## src/rtl/color_pkg.sv

```systemverilog
// -----------------------------------------------------------------------------
// color_pkg
//
// Shared definitions for the camera color-detection path.
//
// Contents:
//   COLOR_NONE / COLOR_RED / COLOR_BLUE  2-bit result codes driven on COLOR
//   state_t                              frame sequencer state encoding
//   DEF_*                                default thresholds and counter width
// -----------------------------------------------------------------------------
package color_pkg;

  // Result codes presented to the Arduino interface.
  localparam logic [1:0] COLOR_NONE = 2'b00;
  localparam logic [1:0] COLOR_RED  = 2'b01;
  localparam logic [1:0] COLOR_BLUE = 2'b10;

  // Frame sequencer states.
  typedef enum logic [1:0] {
    IDLE   = 2'd0,  // waiting for a VSYNC rising edge (frame start)
    COUNT  = 2'd1,  // accumulating red/blue pixels of the current frame
    DECIDE = 2'd2   // single cycle: latch counts and publish the decision
  } state_t;

  // Defaults. 15 bits holds a full 176x144 frame (25344 pixels).
  localparam int         DEF_CNT_W      = 15;
  localparam logic [2:0] DEF_RED_THR    = 3'd4;
  localparam logic [1:0] DEF_BLUE_THR   = 2'd2;
  localparam int         DEF_MIN_PIXELS = 2000;

endpackage

```

## src/rtl/pixel_classifier.sv

```systemverilog
// -----------------------------------------------------------------------------
// pixel_classifier
//
// Purely combinational RGB332 classifier.
//
// Ports:
//   pixel_data  in  8  RGB332 pixel: R[7:5], G[4:2], B[1:0]
//   red_thr     in  3  minimum R for a red pixel
//   blue_thr    in  2  minimum B for a blue pixel
//   is_red      out 1  R >= red_thr and B <= 1
//   is_blue     out 1  B >= blue_thr and R <= 3
//
// The green field takes no part in the decision. The cross-conditions
// (little blue for red, little red for blue) reject white/magenta pixels
// that would otherwise satisfy both thresholds.
// -----------------------------------------------------------------------------
module pixel_classifier (
  input  logic [7:0] pixel_data,
  input  logic [2:0] red_thr,
  input  logic [1:0] blue_thr,
  output logic       is_red,
  output logic       is_blue
);

  logic [2:0] r_field;
  logic [1:0] b_field;
  logic       unused_green;

  assign r_field = pixel_data[7:5];
  assign b_field = pixel_data[1:0];

  // Green is intentionally ignored.
  assign unused_green = ^pixel_data[4:2];

  assign is_red  = (r_field >= red_thr)  && (b_field <= 2'd1);
  assign is_blue = (b_field >= blue_thr) && (r_field <= 3'd3);

endmodule

```

## src/rtl/color_frame_controller.sv

```systemverilog
// -----------------------------------------------------------------------------
// color_frame_controller
//
// Frame-level sequencer between the OV7670 RGB332 pixel stream and the
// Arduino interface. Counts red and blue pixels per frame (bracketed by
// VGA_VSYNC_NEG), picks the dominant color at frame end and offers it to the
// consumer with a RESULT_VALID / RESULT_ACK handshake.
//
// Parameters:
//   CNT_W       width of the per-frame pixel counters
//   RED_THR     minimum R[2:0] for a red pixel
//   BLUE_THR    minimum B[1:0] for a blue pixel
//   MIN_PIXELS  minimum winning count for a non-NONE decision
//
// Ports:
//   CLK            in   1      system clock, rising edge
//   RESET          in   1      synchronous active-high reset
//   VGA_VSYNC_NEG  in   1      low during vertical sync
//   PIXEL_VALID    in   1      PIXEL_DATA holds a pixel this cycle
//   PIXEL_DATA     in   8      RGB332 pixel
//   RESULT_ACK     in   1      consumer accepts the current result
//   COLOR          out  2      00 NONE, 01 RED, 10 BLUE
//   RESULT_VALID   out  1      COLOR holds an unacknowledged result
//   RED_COUNT      out  CNT_W  red count of the last completed frame
//   BLUE_COUNT     out  CNT_W  blue count of the last completed frame
//   BUSY           out  1      a frame is being accumulated
//   OVERRUN        out  1      sticky: a result was overwritten un-acked
//
// Build option:
//   FRAME_VOTE_EN  when defined, a result is published only when two
//                  consecutive frames produce the same decision.
// -----------------------------------------------------------------------------
module color_frame_controller
  import color_pkg::*;
#(
  parameter int               CNT_W      = DEF_CNT_W,
  parameter logic [2:0]       RED_THR    = DEF_RED_THR,
  parameter logic [1:0]       BLUE_THR   = DEF_BLUE_THR,
  parameter logic [CNT_W-1:0] MIN_PIXELS = CNT_W'(DEF_MIN_PIXELS)
) (
  input  logic             CLK,
  input  logic             RESET,
  input  logic             VGA_VSYNC_NEG,
  input  logic             PIXEL_VALID,
  input  logic [7:0]       PIXEL_DATA,
  input  logic             RESULT_ACK,
  output logic [1:0]       COLOR,
  output logic             RESULT_VALID,
  output logic [CNT_W-1:0] RED_COUNT,
  output logic [CNT_W-1:0] BLUE_COUNT,
  output logic             BUSY,
  output logic             OVERRUN
);

  localparam logic [CNT_W-1:0] CNT_MAX = {CNT_W{1'b1}};
  localparam logic [CNT_W-1:0] CNT_ONE = CNT_W'(1);

  // ---------------------------------------------------------------------------
  // State and registered outputs
  // ---------------------------------------------------------------------------
  state_t           state_reg;
  logic             vsync_d1_reg;
  logic             vsync_d2_reg;
  logic [CNT_W-1:0] red_acc_reg;
  logic [CNT_W-1:0] blue_acc_reg;
  logic [1:0]       color_reg;
  logic             result_valid_reg;
  logic [CNT_W-1:0] red_count_reg;
  logic [CNT_W-1:0] blue_count_reg;
  logic             busy_reg;
  logic             overrun_reg;

`ifdef FRAME_VOTE_EN
  logic [1:0]       cand_color_reg;
  logic             cand_valid_reg;
`endif

  // ---------------------------------------------------------------------------
  // Pixel classification
  // ---------------------------------------------------------------------------
  logic pix_is_red;
  logic pix_is_blue;

  pixel_classifier u_classifier (
    .pixel_data (PIXEL_DATA),
    .red_thr    (RED_THR),
    .blue_thr   (BLUE_THR),
    .is_red     (pix_is_red),
    .is_blue    (pix_is_blue)
  );

  // ---------------------------------------------------------------------------
  // VSYNC edge detection on a two-stage registered copy. Working from the
  // registered copies puts DECIDE one cycle after the first low sample and
  // the published result one cycle after that. Both stages reset high so
  // that a VSYNC already high when reset drops is not taken as a frame start:
  // the first frame after reset is always a complete one.
  // ---------------------------------------------------------------------------
  logic frame_start;
  logic frame_end;

  assign frame_start =  vsync_d1_reg & ~vsync_d2_reg;
  assign frame_end   = ~vsync_d1_reg &  vsync_d2_reg;

  // Pixels are counted only while the live VSYNC sample is high, so any
  // pixel presented on or after the first low sample is dropped.
  logic count_pixel;
  assign count_pixel = PIXEL_VALID & VGA_VSYNC_NEG;

  // ---------------------------------------------------------------------------
  // Decision on the current accumulators. Strict comparisons make a tie NONE.
  // ---------------------------------------------------------------------------
  logic [1:0] decision;

  always_comb begin
    decision = COLOR_NONE;
    if ((red_acc_reg > blue_acc_reg) && (red_acc_reg >= MIN_PIXELS)) begin
      decision = COLOR_RED;
    end else if ((blue_acc_reg > red_acc_reg) && (blue_acc_reg >= MIN_PIXELS)) begin
      decision = COLOR_BLUE;
    end
  end

  // Whether the decision made in DECIDE is handed to the consumer.
  logic publish;

`ifdef FRAME_VOTE_EN
  assign publish = cand_valid_reg && (cand_color_reg == decision);
`else
  assign publish = 1'b1;
`endif

  // ---------------------------------------------------------------------------
  // Frame sequencer, accumulators and result handshake
  // ---------------------------------------------------------------------------
  always_ff @(posedge CLK) begin
    if (RESET) begin
      state_reg        <= IDLE;
      vsync_d1_reg     <= 1'b1;
      vsync_d2_reg     <= 1'b1;
      red_acc_reg      <= '0;
      blue_acc_reg     <= '0;
      color_reg        <= COLOR_NONE;
      result_valid_reg <= 1'b0;
      red_count_reg    <= '0;
      blue_count_reg   <= '0;
      busy_reg         <= 1'b0;
      overrun_reg      <= 1'b0;
`ifdef FRAME_VOTE_EN
      cand_color_reg   <= COLOR_NONE;
      cand_valid_reg   <= 1'b0;
`endif
    end else begin
      vsync_d1_reg <= VGA_VSYNC_NEG;
      vsync_d2_reg <= vsync_d1_reg;

      // Acknowledge; a publish in DECIDE below takes priority over this.
      if (RESULT_ACK && result_valid_reg) begin
        result_valid_reg <= 1'b0;
      end

      case (state_reg)
        IDLE: begin
          // A falling edge here belongs to a frame we never saw start.
          if (frame_start) begin
            red_acc_reg  <= '0;
            blue_acc_reg <= '0;
            state_reg    <= COUNT;
            busy_reg     <= 1'b1;
          end
        end

        COUNT: begin
          if (frame_start) begin
            // A fresh frame start mid-count discards the partial frame.
            red_acc_reg  <= '0;
            blue_acc_reg <= '0;
          end else begin
            if (count_pixel && pix_is_red && (red_acc_reg != CNT_MAX)) begin
              red_acc_reg <= red_acc_reg + CNT_ONE;
            end
            if (count_pixel && pix_is_blue && (blue_acc_reg != CNT_MAX)) begin
              blue_acc_reg <= blue_acc_reg + CNT_ONE;
            end
            if (frame_end) begin
              state_reg <= DECIDE;
              busy_reg  <= 1'b0;
            end
          end
        end

        DECIDE: begin
          red_count_reg  <= red_acc_reg;
          blue_count_reg <= blue_acc_reg;
          if (publish) begin
            color_reg        <= decision;
            result_valid_reg <= 1'b1;
            // Same-cycle ack means the old result was consumed: no overrun.
            if (result_valid_reg && !RESULT_ACK) begin
              overrun_reg <= 1'b1;
            end
          end
`ifdef FRAME_VOTE_EN
          cand_color_reg <= decision;
          cand_valid_reg <= 1'b1;
`endif
          state_reg <= IDLE;
        end

        default: begin
          state_reg <= IDLE;
          busy_reg  <= 1'b0;
        end
      endcase
    end
  end

  assign COLOR        = color_reg;
  assign RESULT_VALID = result_valid_reg;
  assign RED_COUNT    = red_count_reg;
  assign BLUE_COUNT   = blue_count_reg;
  assign BUSY         = busy_reg;
  assign OVERRUN      = overrun_reg;

endmodule

```

## config.mk

```make
export PLATFORM = sky130hd
export DESIGN_NAME = color_frame_controller
export DESIGN_NICKNAME = d
export VERILOG_FILES = /design/src/rtl/color_pkg.sv /design/src/rtl/pixel_classifier.sv /design/src/rtl/color_frame_controller.sv
export SDC_FILE = /design/constraint.sdc
export NUM_CORES = 1
export LEC_CHECK = 0
export CORE_ASPECT_RATIO = 0.6
export CORE_MARGIN = 2
export CORE_UTILIZATION = 51
export CTS_BUF_LIST = sky130_fd_sc_hd__clkbuf_8
export DETAILED_ROUTE_END_ITERATION = 10
export GPL_TIMING_DRIVEN = 1
export PLACE_DENSITY = 0.76
export SYNTH_ARGS = -nofsm -noshare
export SYNTH_HDL_FRONTEND = slang
export SYNTH_HIERARCHICAL = 1
export SYNTH_SLANG_ARGS = --single-unit
```

## constraint.sdc

```tcl
create_clock -name CLK -period 2.4 [get_ports CLK]
set_clock_uncertainty 0.15 [all_clocks]
set_input_delay 0.6 -clock CLK [delete_from_list [all_inputs] [get_ports CLK]]
set_output_delay 0.6 -clock CLK [all_outputs]
set_load 0.01 [all_outputs]
```

* Word-level counts from Yosys, hierarchy flattened
Cells that the tools add are included.
** Word-level totals
- Flip-flop bits (word level) :: 69
- Input bits :: 13
- Output and inout bits :: 35
- Word-level logic and storage cells :: 74
** Operators by class
- Add/sub/neg operators :: 2
- Order comparisons :: 8
- Eq/ne operators :: 9
- Mux-type cells :: 19
- Bitwise logic cells :: 6
- Reductions and logical operators :: 19
** Operators with widths (count)
- 15-bit 2-to-1 mux :: 5
- 15-bit case mux with 2 select lines :: 2
- 15-bit by 1-bit adder with 15-bit output (second input constant) :: 2
- 15-bit by 11-bit >= comparator with 1-bit output (second input constant) :: 2
- 15-bit > comparator :: 2
- 15-bit != test (second input constant) :: 2
- 1-bit logical AND :: 10
- 2-bit 2-to-1 mux :: 5
- 3-bit AND reduction :: 3
- 2-bit != test (second input constant) :: 3
- 3-bit != test (second input constant) :: 2
- 1-bit 2-to-1 mux :: 5
- 2-bit case mux with 2 select lines :: 1
- 4-bit AND reduction :: 1
- 2-bit nonzero test :: 2
- 1-bit bitwise AND :: 3
- 3-bit >= comparator (second input constant) :: 1
- 3-bit by 2-bit <= comparator with 1-bit output (second input constant) :: 1
- 1-bit NOT :: 3
- 1-bit case mux with 3 select lines :: 1
- 2-bit by 1-bit equality test with 1-bit output (second input constant) :: 1
- 2-bit equality test (second input constant) :: 1
- 2-bit >= comparator (second input constant) :: 1
- 2-bit by 1-bit <= comparator with 1-bit output (second input constant) :: 1
- other kinds (3) :: 3

* Logic depth before layout (Yosys ltp)
Gate-level depths: netlist of the first run.
- Word-level depth :: 7
- Depth in mapped cells :: 10
- Depth with buffers taken out :: 9

* Modules after synthesis
Netlist of the first run, hierarchy kept.
** By module, submodules not included
- color_frame_controller :: times used 1, cells an instance 434, area an instance 3443.3 µm², seq. area each 1381.3 µm²
- pixel_classifier :: times used 1, cells an instance 17, area an instance 118.9 µm², seq. area each 0.0 µm²

* Least setup slack after synthesis of the first run
Ideal clock, no wire load.
- Kind :: register to register
- From :: register red_acc_reg[0]
- To :: register red_acc_reg[12]
- Setup time :: 0.074 ns
- Data arrival time :: 2.029 ns
- Required time :: 2.176 ns
- Setup slack :: 0.147 ns
- Cell stages (with the launch flop) :: 7
- Clock period less this slack :: 2.253 ns
- Cells stage by stage :: dfxtp_1 ha_1 and3_4 or4b_4 or3_1 or4_1 o21ai_0
** On the way
- Cells in the longest elaborated chain, start to end :: 4
- Elaborated cells between the ends (all ways) :: 8
** RTL lines
- from (decl) :: RTL line color_frame_controller.sv:64 : logic [CNT_W-1:0] red_acc_reg;
- from (signal assigned) :: RTL line color_frame_controller.sv:180 : red_acc_reg <= red_acc_reg + CNT_ONE;
- 15-bit by 1-bit adder with 15-bit output / 15-bit != test (equally long branches) :: RTL line color_frame_controller.sv:180, color_frame_controller.sv:179
- 15-bit 2-to-1 mux / 1-bit logical AND (equally long branches) :: RTL line color_frame_controller.sv:179 : if (count_pixel && pix_is_red && (red_acc_reg != CNT_MAX)) begin
- 15-bit 2-to-1 mux / 3-bit != test (equally long branches)
- 15-bit case mux with 2 select lines / 3-bit AND reduction (equally long branches)
Several ways; a longest one is shown, not always the timed one. The select of a mux whose other input is x is not followed.
A chain may end at the register's enable or synchronous reset.

* Worst setup path after layout of the first run
- From :: input VGA_VSYNC_NEG
- To :: register blue_acc_reg[1]
** On the way
- Cells in the longest elaborated chain, start to end :: 5
** RTL lines
- from (decl) :: RTL line color_frame_controller.sv:43 : input logic VGA_VSYNC_NEG,
- 1-bit bitwise AND :: RTL line color_frame_controller.sv:108 : assign count_pixel = PIXEL_VALID & VGA_VSYNC_NEG;
- 1-bit logical AND (2 in a row) :: RTL line color_frame_controller.sv:182 : if (count_pixel && pix_is_blue && (blue_acc_reg != CNT_MAX)) begin
- 3-bit != test (no line)
- 3-bit AND reduction (no line)
- to (signal assigned) :: RTL line color_frame_controller.sv:183 : blue_acc_reg <= blue_acc_reg + CNT_ONE;
- to (decl) :: RTL line color_frame_controller.sv:65 : logic [CNT_W-1:0] blue_acc_reg;
No other way between the ends.

==> results of run 1 <==
-- per-layer routing --
metal | global-route usage, % | vias to the layer above
li1 | - | 1735
met1 | 34.6 | 1639
met4 | 9.57 | 0
met3 | 6.29 | 19
met2 | 45.7 | 165
met5 | 0 | -
-- through the flow --
stage          area (sq um)  TNS, ns
2_1_floorplan          3570        0
3_3_place_gp           4280    -5.17
3_5_place_dp           4280    -5.80
4_1_cts                4460        0
5_1_grt                4490  -0.0108
6_report               4490        0
-- repair_timing --
action	CTS	global route
buffers inserted	0	1
endpoints found under the setup margin	0	17
hold buffers	0	0
gates resized for setup	0	8
-- worst register-to-register path: cells and delay by family (launching register included) --
kind | cells | cell delay (ns)
fa+ha+maj | 1 | 0.20
simple gates | 4 | 1.45
flops | 1 | 0.35
compound gates | 1 | 0.08
-- report_power, final --
group	internal (mW)	total (mW)	switching, mW
logic	0.0512	0.118	0.0665
registers	1.15	1.15	0.00415
clock network	0.422	0.863	0.441
total	1.62	2.13	0.512
-- cells in the mapped netlist, types with 3 or more instances --
cell / number / area (sq um)
nor3_1: 8 / 40.0
nor4_1: 4 / 25.0
nand3b_1: 4 / 30.0
clkbuf_1: 16 / 60.1
a211oi_1: 4 / 30.0
nand3_1: 27 / 135
or4_1: 5 / 37.5
and2_1: 3 / 18.8
nand4_1: 9 / 56.3
dfxtp_1: 69 / 1380
a2111oi_0: 3 / 26.3
o21ai_0: 10 / 50.1
or3_1: 4 / 25.0
ha_1: 24 / 300
a22oi_1: 5 / 37.5
buf_4: 3 / 22.5
a31oi_1: 8 / 50.1
nand2_1: 80 / 300
nor2b_1: 4 / 25.0
o211ai_1: 3 / 22.5
inv_1: 30 / 113
a21oi_1: 54 / 270
nand2b_1: 8 / 50.1
nor2_1: 24 / 90.1
-- final timing paths --
kind	start	end	slack, ns	cells past startpoint
min	BLUE_COUNT[14]$_SDFFE_PP0P_	BLUE_COUNT[14]$_SDFFE_PP0P_	0.30	2
max reg2reg	red_acc_reg[0]$_SDFFE_PP0P_	red_acc_reg[12]$_SDFFE_PP0P_	0.09	6
min reg2reg	BLUE_COUNT[14]$_SDFFE_PP0P_	BLUE_COUNT[14]$_SDFFE_PP0P_	0.30	2
max	VGA_VSYNC_NEG	blue_acc_reg[1]$_SDFFE_PP0P_	0.07	6
-- cell families after synthesis --
family          share of synthesized area (%)
compound gates                           20.5
flops                                    38.8
other cells                             0.211
simple gates                             25.9
fa+ha+maj                                8.43
buf+inv                                  5.87
mux                                     0.281
-- cell type report --
| class | instances | share of cell area [%] |
|---|---|---|
| Sequential cell | 69 | 30.8 |
| Timing Repair Buffer | 77 | 15.8 |
| Tap cell | 87 | 2.43 |
| Clock buffer | 11 | 3.37 |
| Multi-Input combinational cell | 333 | 44.6 |
| Clock inverter | 5 | 0.585 |
| Inverter | 30 | 2.51 |
==> metrics.yaml, run 1 <==
first_pass_iters: 4
report.power.total_mw: 2.13
timing.final.max_slew_violations: 0
design.final.nets: 557
post-route-drc-count: 0
critical_path_buf_inv_count: 1
synth_edf_count: 0
num-fill-cells: 577
multi_input_logic_area_sq_mm: 0.00200
timing.hold.worst.class: "flip-flop to flip-flop"
clock_sink_count: 69
whs_ns: 0.305
tritoncts.num_buffers: 9
mostFrequentLayoutCell: "nand2_1"
maxCapViolCount: 0
timing.critical_path.cells: "clkdlybuf4s50_1 > and4b_1 > nand2_1 > o21bai_2 > or4b_2 > a21oi_2"
viasPerCell: 5.81
cp-end-kind: "flip-flop"
max_clock_freq_mhz: 430
cts.htree.levels: 3
floorplan.die.width_um: 112
routed-via-count: 3558
setup.worst_path.start_class: "input port"
num_ports: 48
worstPathArrival_ns: 2.48
antenna_left: 0
yosys_register_bits: 69
most_frequent_cells_in_the_layout: "80 x nand2_1, 69 x dfxtp_1, 53 x a21oi_1, 43 x clkdlybuf4s50_1"
mapped_cells: 451
rows: 23
postSynthAreaPerCell_sq_um: 7.90
start_util_pct: 53.1
p_leak_nw: 1.59
initial_antenna_violation_count: 0
slew_headroom_pct: 65.8
ys_async_sr_fraction_pct: 0
worst_ep_required_time_ns: 2.55
clock-root-buffer: "clkbuf_8"
critical_path_class: "input port to flip-flop"
gr-usage-all-layers_pct: 26.9
dp_slack_ns: -0.322
maxUsedRoutingLayer: "met4"
finalHoldViolations: 0
fin_crit_sh_pct: 97.0
yosysWarningCount: 6
cp_slowest_stage_delay_ns: 0.64
wl_met2_um: 4500
pin_slew_with_the_least_headroom_to_its_limit_ns: 0.500
place_inst: 595
routed_wl_um: 9890
layoutNonFillerInstCount: 612
syn_to_final_growth_pct: 26.0
slowest_stage: "or4b_2"
ys.flop_type: "dfxtp_1"
cts_max_path_buffers: 2
drt-met1-wl_um: 4480
worstSkewPairLatency_ns: 0.36
core_area_sq_mm: 0.00671
vdd.ir_drop.worst_uv: 399
post-dp-hpwl_um: 7180
regArea_sq_mm: 0.00138
gpl.final_weighted_congestion: 0.946
final_core_util_pct: 66.9
path_clk_slew_ns: 0.07
worstPathMaxFanout: 3
route.met3.wl_um: 774
outcome: "completed"
route.detailed.wl_per_inst_um: 16.2
cts_tree: "yes"
diodes: 0
synth_seq_area_share_pct: 38.8
die-area_sq_mm: 0.00769
grt_first_pass_wirelength_um: 16000
first_global_vias: 3304
port_buffers: 44
overflow: 0
detailedRoute.firstIterationViolations: 268
final-setup-viol-count: 0
finalWorstPathRequiredPeriod_ns: 2.33
floorplan.die.height_um: 68.7
timing.critical_path.max_delay_family: "simple AND/OR/NAND/NOR gates"
setup_slack_ns: 0.0723
power_density_mw_per_mm2: 475
post_route_cells_drive_above_1_share_pct: 12.0
syn-cell-area_sq_mm: 0.00356
post_synth_num_cell_types: 54
grt_start_max_net_pins: 27
Power figures use the tool's default switching activity.
==> run 2, diff against run 1 <==
--- a/config.mk
+++ b/config.mk
@@ -11,7 +11,8 @@
 export CTS_BUF_LIST = sky130_fd_sc_hd__clkbuf_8
 export DETAILED_ROUTE_END_ITERATION = 10
 export GPL_TIMING_DRIVEN = 1
-export PLACE_DENSITY = 0.76
+export PLACE_DENSITY = 0.78
+export SLEW_MARGIN = 30
 export SYNTH_ARGS = -nofsm -noshare
 export SYNTH_HDL_FRONTEND = slang
 export SYNTH_HIERARCHICAL = 1
==> metrics.yaml, run 2 (synthesized netlist as in run 1, its figures left out) <==
first_pass_iters: 5  # was 4
floorplan.die.height_um: 68.7  # unchanged
vdd.ir_drop.worst_uv: 363  # was 399 uV
finalHoldViolations: 0  # unchanged
clock-root-buffer: "clkbuf_8"  # unchanged
maxUsedRoutingLayer: "met4"  # unchanged
floorplan.die.width_um: 112  # unchanged
post-route-drc-count: 0  # unchanged
most_frequent_cells_in_the_layout: "80 x nand2_1, 68 x dfxtp_1, 53 x a21oi_1, 43 x clkdlybuf4s50_1, 37 x buf_4"  # was 80 x nand2_1, 69 x dfxtp_1, 53 x a21oi_1, 43 x clkdlybuf4s50_1
gr-usage-all-layers_pct: 25.7  # was 26.9%
grt_first_pass_wirelength_um: 15300  # was 16,000 um
diodes: 0  # unchanged
post-dp-hpwl_um: 7160  # was 7180 um
timing.hold.worst.class: "flip-flop to flip-flop"  # unchanged
detailedRoute.firstIterationViolations: 268  # unchanged
wl_met2_um: 4390  # was 4500 um
worstPathArrival_ns: 2.44  # was 2.48 ns
max_clock_freq_mhz: 433  # was 430 MHz
outcome: "completed"  # unchanged
layoutNonFillerInstCount: 616  # was 612
power_density_mw_per_mm2: 469  # was 475 mW/mm^2
tritoncts.num_buffers: 9  # unchanged
die-area_sq_mm: 0.00769  # unchanged
p_leak_nw: 1.62  # was 1.59 nW
first_global_vias: 3241  # was 3,304
setup_slack_ns: 0.0882  # was 0.0723 ns
grt_start_max_net_pins: 37  # was 27
routed_wl_um: 9740  # was 9890 um
routed-via-count: 3639  # was 3,558
drt-met1-wl_um: 4270  # was 4480 um
place_inst: 600  # was 595
mostFrequentLayoutCell: "nand2_1"  # unchanged
clock_sink_count: 69  # unchanged
worstPathMaxFanout: 7  # was 3
finalWorstPathRequiredPeriod_ns: 2.31  # was 2.33 ns
totalNegativeSetupSlack_ns: 0  # unchanged
slew_headroom_pct: 68.0  # was 65.8%
pin_slew_with_the_least_headroom_to_its_limit_ns: 0.468  # was 0.500 ns
rows: 23  # unchanged
maxCapViolCount: 0  # unchanged
design.final.nets: 561  # was 557
syn_to_final_growth_pct: 26.4  # was 26.0%
post_route_cells_drive_above_1_share_pct: 12.7  # was 12.0%
critical_path_class: "input port to flip-flop"  # unchanged
viasPerCell: 5.91  # was 5.81
route.detailed.wl_per_inst_um: 15.8  # was 16.2 um
port_buffers: 44  # unchanged
worstSkewPairLatency_ns: 0.36  # about the same
num_ports: 48  # unchanged
timing.final.max_slew_violations: 0  # unchanged
setup.worst_path.start_class: "input port"  # unchanged
antenna_left: 0  # unchanged
rsz_0062_raised_after_global_routing: "false"
fin_crit_sh_pct: 96.3  # was 97.0%
worst_ep_required_time_ns: 2.53  # was 2.55 ns
start_util_pct: 53.1  # unchanged
core_area_sq_mm: 0.00671  # unchanged
cts_tree: "yes"  # unchanged
path_clk_slew_ns: 0.07  # about the same
route.met3.wl_um: 930  # was 774 um
cp-end-kind: "flip-flop"  # unchanged
dp_slack_ns: -0.339  # was -0.322 ns
cts.htree.levels: 3  # unchanged
gpl.final_weighted_congestion: 0.977  # was 0.946
final_core_util_pct: 67.2  # was 66.9%
num-fill-cells: 571  # was 577
overflow: 0  # unchanged
final-setup-viol-count: 0  # unchanged
initial_antenna_violation_count: 0  # unchanged
cts_max_path_buffers: 2  # unchanged
## run 2: report_power, final
group          switching (mW)  internal [mW]
clock                   0.424          0.415
combinational          0.0676         0.0513
sequential            0.00404           1.15
## run 2: what timing repair did
| action | 4_1_cts | 5_1_grt |
|---|---|---|
| setup buffers | 0 | 0 |
| hold buffers | 0 | 0 |
| endpoints found under the setup margin | 0 | 10 |
| hold endpoints to repair | 0 | 0 |
| resized for setup | 0 | 11 |
## run 2: final timing paths
check	endpoint	cells after the start	startpoint	slack (ns)
setup / recovery	red_acc_reg[9]$_SDFFE_PP0P_	8	PIXEL_DATA[6]	0.09
hold reg to reg	BLUE_COUNT[12]$_SDFFE_PP0P_	2	BLUE_COUNT[12]$_SDFFE_PP0P_	0.30
setup reg to reg	red_acc_reg[12]$_SDFFE_PP0P_	6	red_acc_reg[0]$_SDFFE_PP0P_	0.10
hold / removal	BLUE_COUNT[12]$_SDFFE_PP0P_	2	BLUE_COUNT[12]$_SDFFE_PP0P_	0.30
## run 2: worst max-delay path, stage by stage
cell	delay (ns)
clkdlybuf4s50_1	0.40
ha_1	0.28
a211oi_1	0.06
nor3_1	0.20
and2_4	0.21
o31ai_4	0.11
or4_1	0.48
o211ai_1	0.10
## run 2: area by class of cell
type | count | area, sq um | area share, %
multi-input cells | 333 | 2010 | 44.6
flip-flops and latches | 69 | 1380 | 30.7
repair buffers | 81 | 721 | 16.0
clock buffers | 11 | 151 | 3.36
inverters | 30 | 113 | 2.50
well taps | 87 | 109 | 2.42
clock inverters | 5 | 20.0 | 0.445
## run 2: per-stage QoR
step	instance area, sq um	power, mW	hold WS, ns
4_1_cts	4480	2.12	0.305
2_1_floorplan	3570	1.24	0.295
3_3_place_gp	4310	1.29	0.292
3_5_place_dp	4310	1.29	0.296
6_report	4500	2.11	0.302
5_1_grt	4500	2.17	0.327
## run 2: layer usage
| layer | up-vias | track usage (%) |
|---|---|---|
| li1 | 1745 | - |
| met1 | 1722 | 32.2 |
| met2 | 155 | 42.8 |
| met3 | 17 | 7.08 |
| met4 | 0 | 10.8 |
| met5 | - | 0 |
==> RTL edit, RTL diff (settings of run 2) <==
The package constant `DEF_CNT_W` goes from 15 to 13.
--- a/src/rtl/color_pkg.sv
+++ b/src/rtl/color_pkg.sv
@@ -23,7 +23,7 @@
   } state_t;
 
   // Defaults. 15 bits holds a full 176x144 frame (25344 pixels).
-  localparam int         DEF_CNT_W      = 15;
+  localparam int         DEF_CNT_W      = 13;
   localparam logic [2:0] DEF_RED_THR    = 3'd4;
   localparam logic [1:0] DEF_BLUE_THR   = 2'd2;
   localparam int         DEF_MIN_PIXELS = 2000;
Interface: changed (resized BLUE_COUNT and RED_COUNT); port bits go from 48 to 44. The function was not compared with the original's and may differ.
==> RTL edit against run 2 <==
- combinational power down 9%
- routed wire length down 13%
- critical endpoint is now red_acc_reg[1]
- maximum frequency up 2.1%
- die area down 9.8%
- non-clock buffer count down 2
- setup slack better by 0.047 ns
- sequential share of layout area down 1.1 points
- power down 4.2%
- synthesized area down 10%
- sequential cell count down 8
- via count down 10%
- cell area down 8.4%
==> RTL edit: results (changes against run 2) <==
Synth
  – Leading post-synthesis cells by cell area: sky130_fd_sc_hd__dfxtp_1, sky130_fd_sc_hd__ha_1, sky130_fd_sc_hd__nand2_1
  – Commonest cells post-synth: sky130_fd_sc_hd__nand2_1, sky130_fd_sc_hd__dfxtp_1, sky130_fd_sc_hd__a21oi_1, sky130_fd_sc_hd__inv_1, sky130_fd_sc_hd__ha_1
  – Seq/Total Area, Yosys: 38.2% (-0.56 points)
  – Unique masters post-synth: 51 (-5.6%)

Cells and area
  – Proportion of layout cells with a drive suffix above 1: 13.2% (+0.51 points)
  – Post-layout nets: 508 (-9.4%)
  – Antenna diode count: 0 (unchanged)

STA
  – Relative slew slack: 61.1% (-6.8 points)
  – Fin Hold WS: 0.305 ns (+0.00243 ns)

Worst setup path
  – R2R Setup Slk: 0.21 ns (+0.11 ns)
  – Critical path arrival: 2.36 ns (-0.08 ns)
  – FF-to-FF End: blue_acc_reg[0]

Route
  – Total routed wirelength: 8520 um (-13%)
  – Iter 0 DRT Violations: 301 (+12%)

Clock network
  – Setup Fix Bufs, Post-CTS: 0 (unchanged)
  – Count of H-tree levels built during CTS: 3 (unchanged)
  – Cell at the root of the clock tree: sky130_fd_sc_hd__clkbuf_8
  – Post-cts repair resize count: 0 (unchanged)

Power and ir drop
  – Combinational gate power: 0.108 mW (-9%)
  – VDD IR max: 0.000257 V (-29%)
  – Internal Pwr Total: 1.54 mW (-4.6%)
  – Combinational fraction of design power: 5.3% (-0.3 points)
  – Leakage component of the power: 1.52 nW (-6.1%)

Placed design
  – # port buffers: 40 (-9.1%)
  – Post-detailed-placement cell area: 3930 um^2 (-8.8%)
  – HPWL after detailed placement: 6250 um (-13%)

Min path
  – Hold path startpoint: RED_COUNT[10]
  – Classification of the worst-slack hold path: register to register
  – End point of the most critical hold path: RED_COUNT[10]

Global routing
  – Overall fraction of global-route tracks in use: 26.8% (+1.1 points)
  – Wire length of the first global-routing pass: 14400 um (-5.4%)
  – Vias in the first global route: 3100 (-4.4%)

Outcome
  – Outcome: complete, no violations
## RTL edit: cell count changes after synthesis, sizes merged, moves of 6 or more
| cell | change |
|---|---|
| dfxtp | -8 |
| nand3 | -8 |
| nand2 | -17 |
| inv | -6 |
| a31oi | +8 |
| a21oi | -18 |
| nor2 | -7 |
| o211ai | +10 |
| nor3 | +6 |
## RTL edit: worst max-delay path by stage
| stage | to | slack, ns | startpoint | cells past startpoint |
|---|---|---|---|---|
| finish | red_acc_reg[1] | 0.14 | PIXEL_DATA[6] | 7 |
| global route | red_acc_reg[12] | 0.05 | PIXEL_DATA[6] | 8 |
| detailed placement | blue_acc_reg[11] | -0.25 | PIXEL_DATA[1] | 8 |
| floorplan | blue_acc_reg[7] | 0.26 | RESET | 6 |
| global placement | blue_acc_reg[10] | -0.25 | PIXEL_DATA[1] | 8 |
| CTS | blue_acc_reg[2] | 0.06 | PIXEL_DATA[1] | 8 |
## RTL edit: final cells by class
| cell class | instances | area [um^2] |
|---|---|---|
| Clock inverter | 7 | 67.6 |
| Multi-Input combinational cell | 298 | 1810 |
| Inverter | 24 | 90.1 |
| Clock buffer | 9 | 124 |
| Timing Repair Buffer | 79 | 706 |
| Sequential cell | 61 | 1220 |
| Fill cell | 503 | 1960 |
| Tap cell | 84 | 105 |
## RTL edit: worst max-delay path, cell delays in order
cell	delay, ns
sky130_fd_sc_hd__clkdlybuf4s50_1	0.40
sky130_fd_sc_hd__ha_1	0.28
sky130_fd_sc_hd__a211oi_1	0.06
sky130_fd_sc_hd__nor3_1	0.22
sky130_fd_sc_hd__and2_1	0.36
sky130_fd_sc_hd__a21oi_1	0.13
sky130_fd_sc_hd__o41ai_1	0.31
## RTL edit: kinds of logic after synthesis
group | count (synthesis) | share of synthesized area (%)
other | 2 | 0.235
flip-flops | 61 | 38.2
buffers and inverters | 45 | 5.64
multiplexers | 2 | 0.626
AO/OA/AOI/OAI | 96 | 18.9
AND/OR/NAND/NOR | 173 | 27.8
adder cells (fa/ha/maj) | 22 | 8.61
## RTL edit: stage by stage
step	TNS, ns	utilization [%]	instances	setup slack, ns
after floorplan	0	-	404	0.255
after global placement	-3.56	64.6	546	-0.247
after detailed placement	-3.88	64.6	546	-0.250
after CTS	0	67.7	562	0.0616
after global routing	0	67.8	562	0.0471
final	0	67.8	562	0.135
## RTL edit: per-layer routing
metal / track usage, % / vias to the layer above / share of wire, %
met1: 35.4 / 1524 / 47
met3: 7.34 / 20 / 7.3
met4: 12.2 / 0 / 2.5
met5: 0 / - / 0
li1: - / 1589 / -
met2: 41.2 / 138 / 43
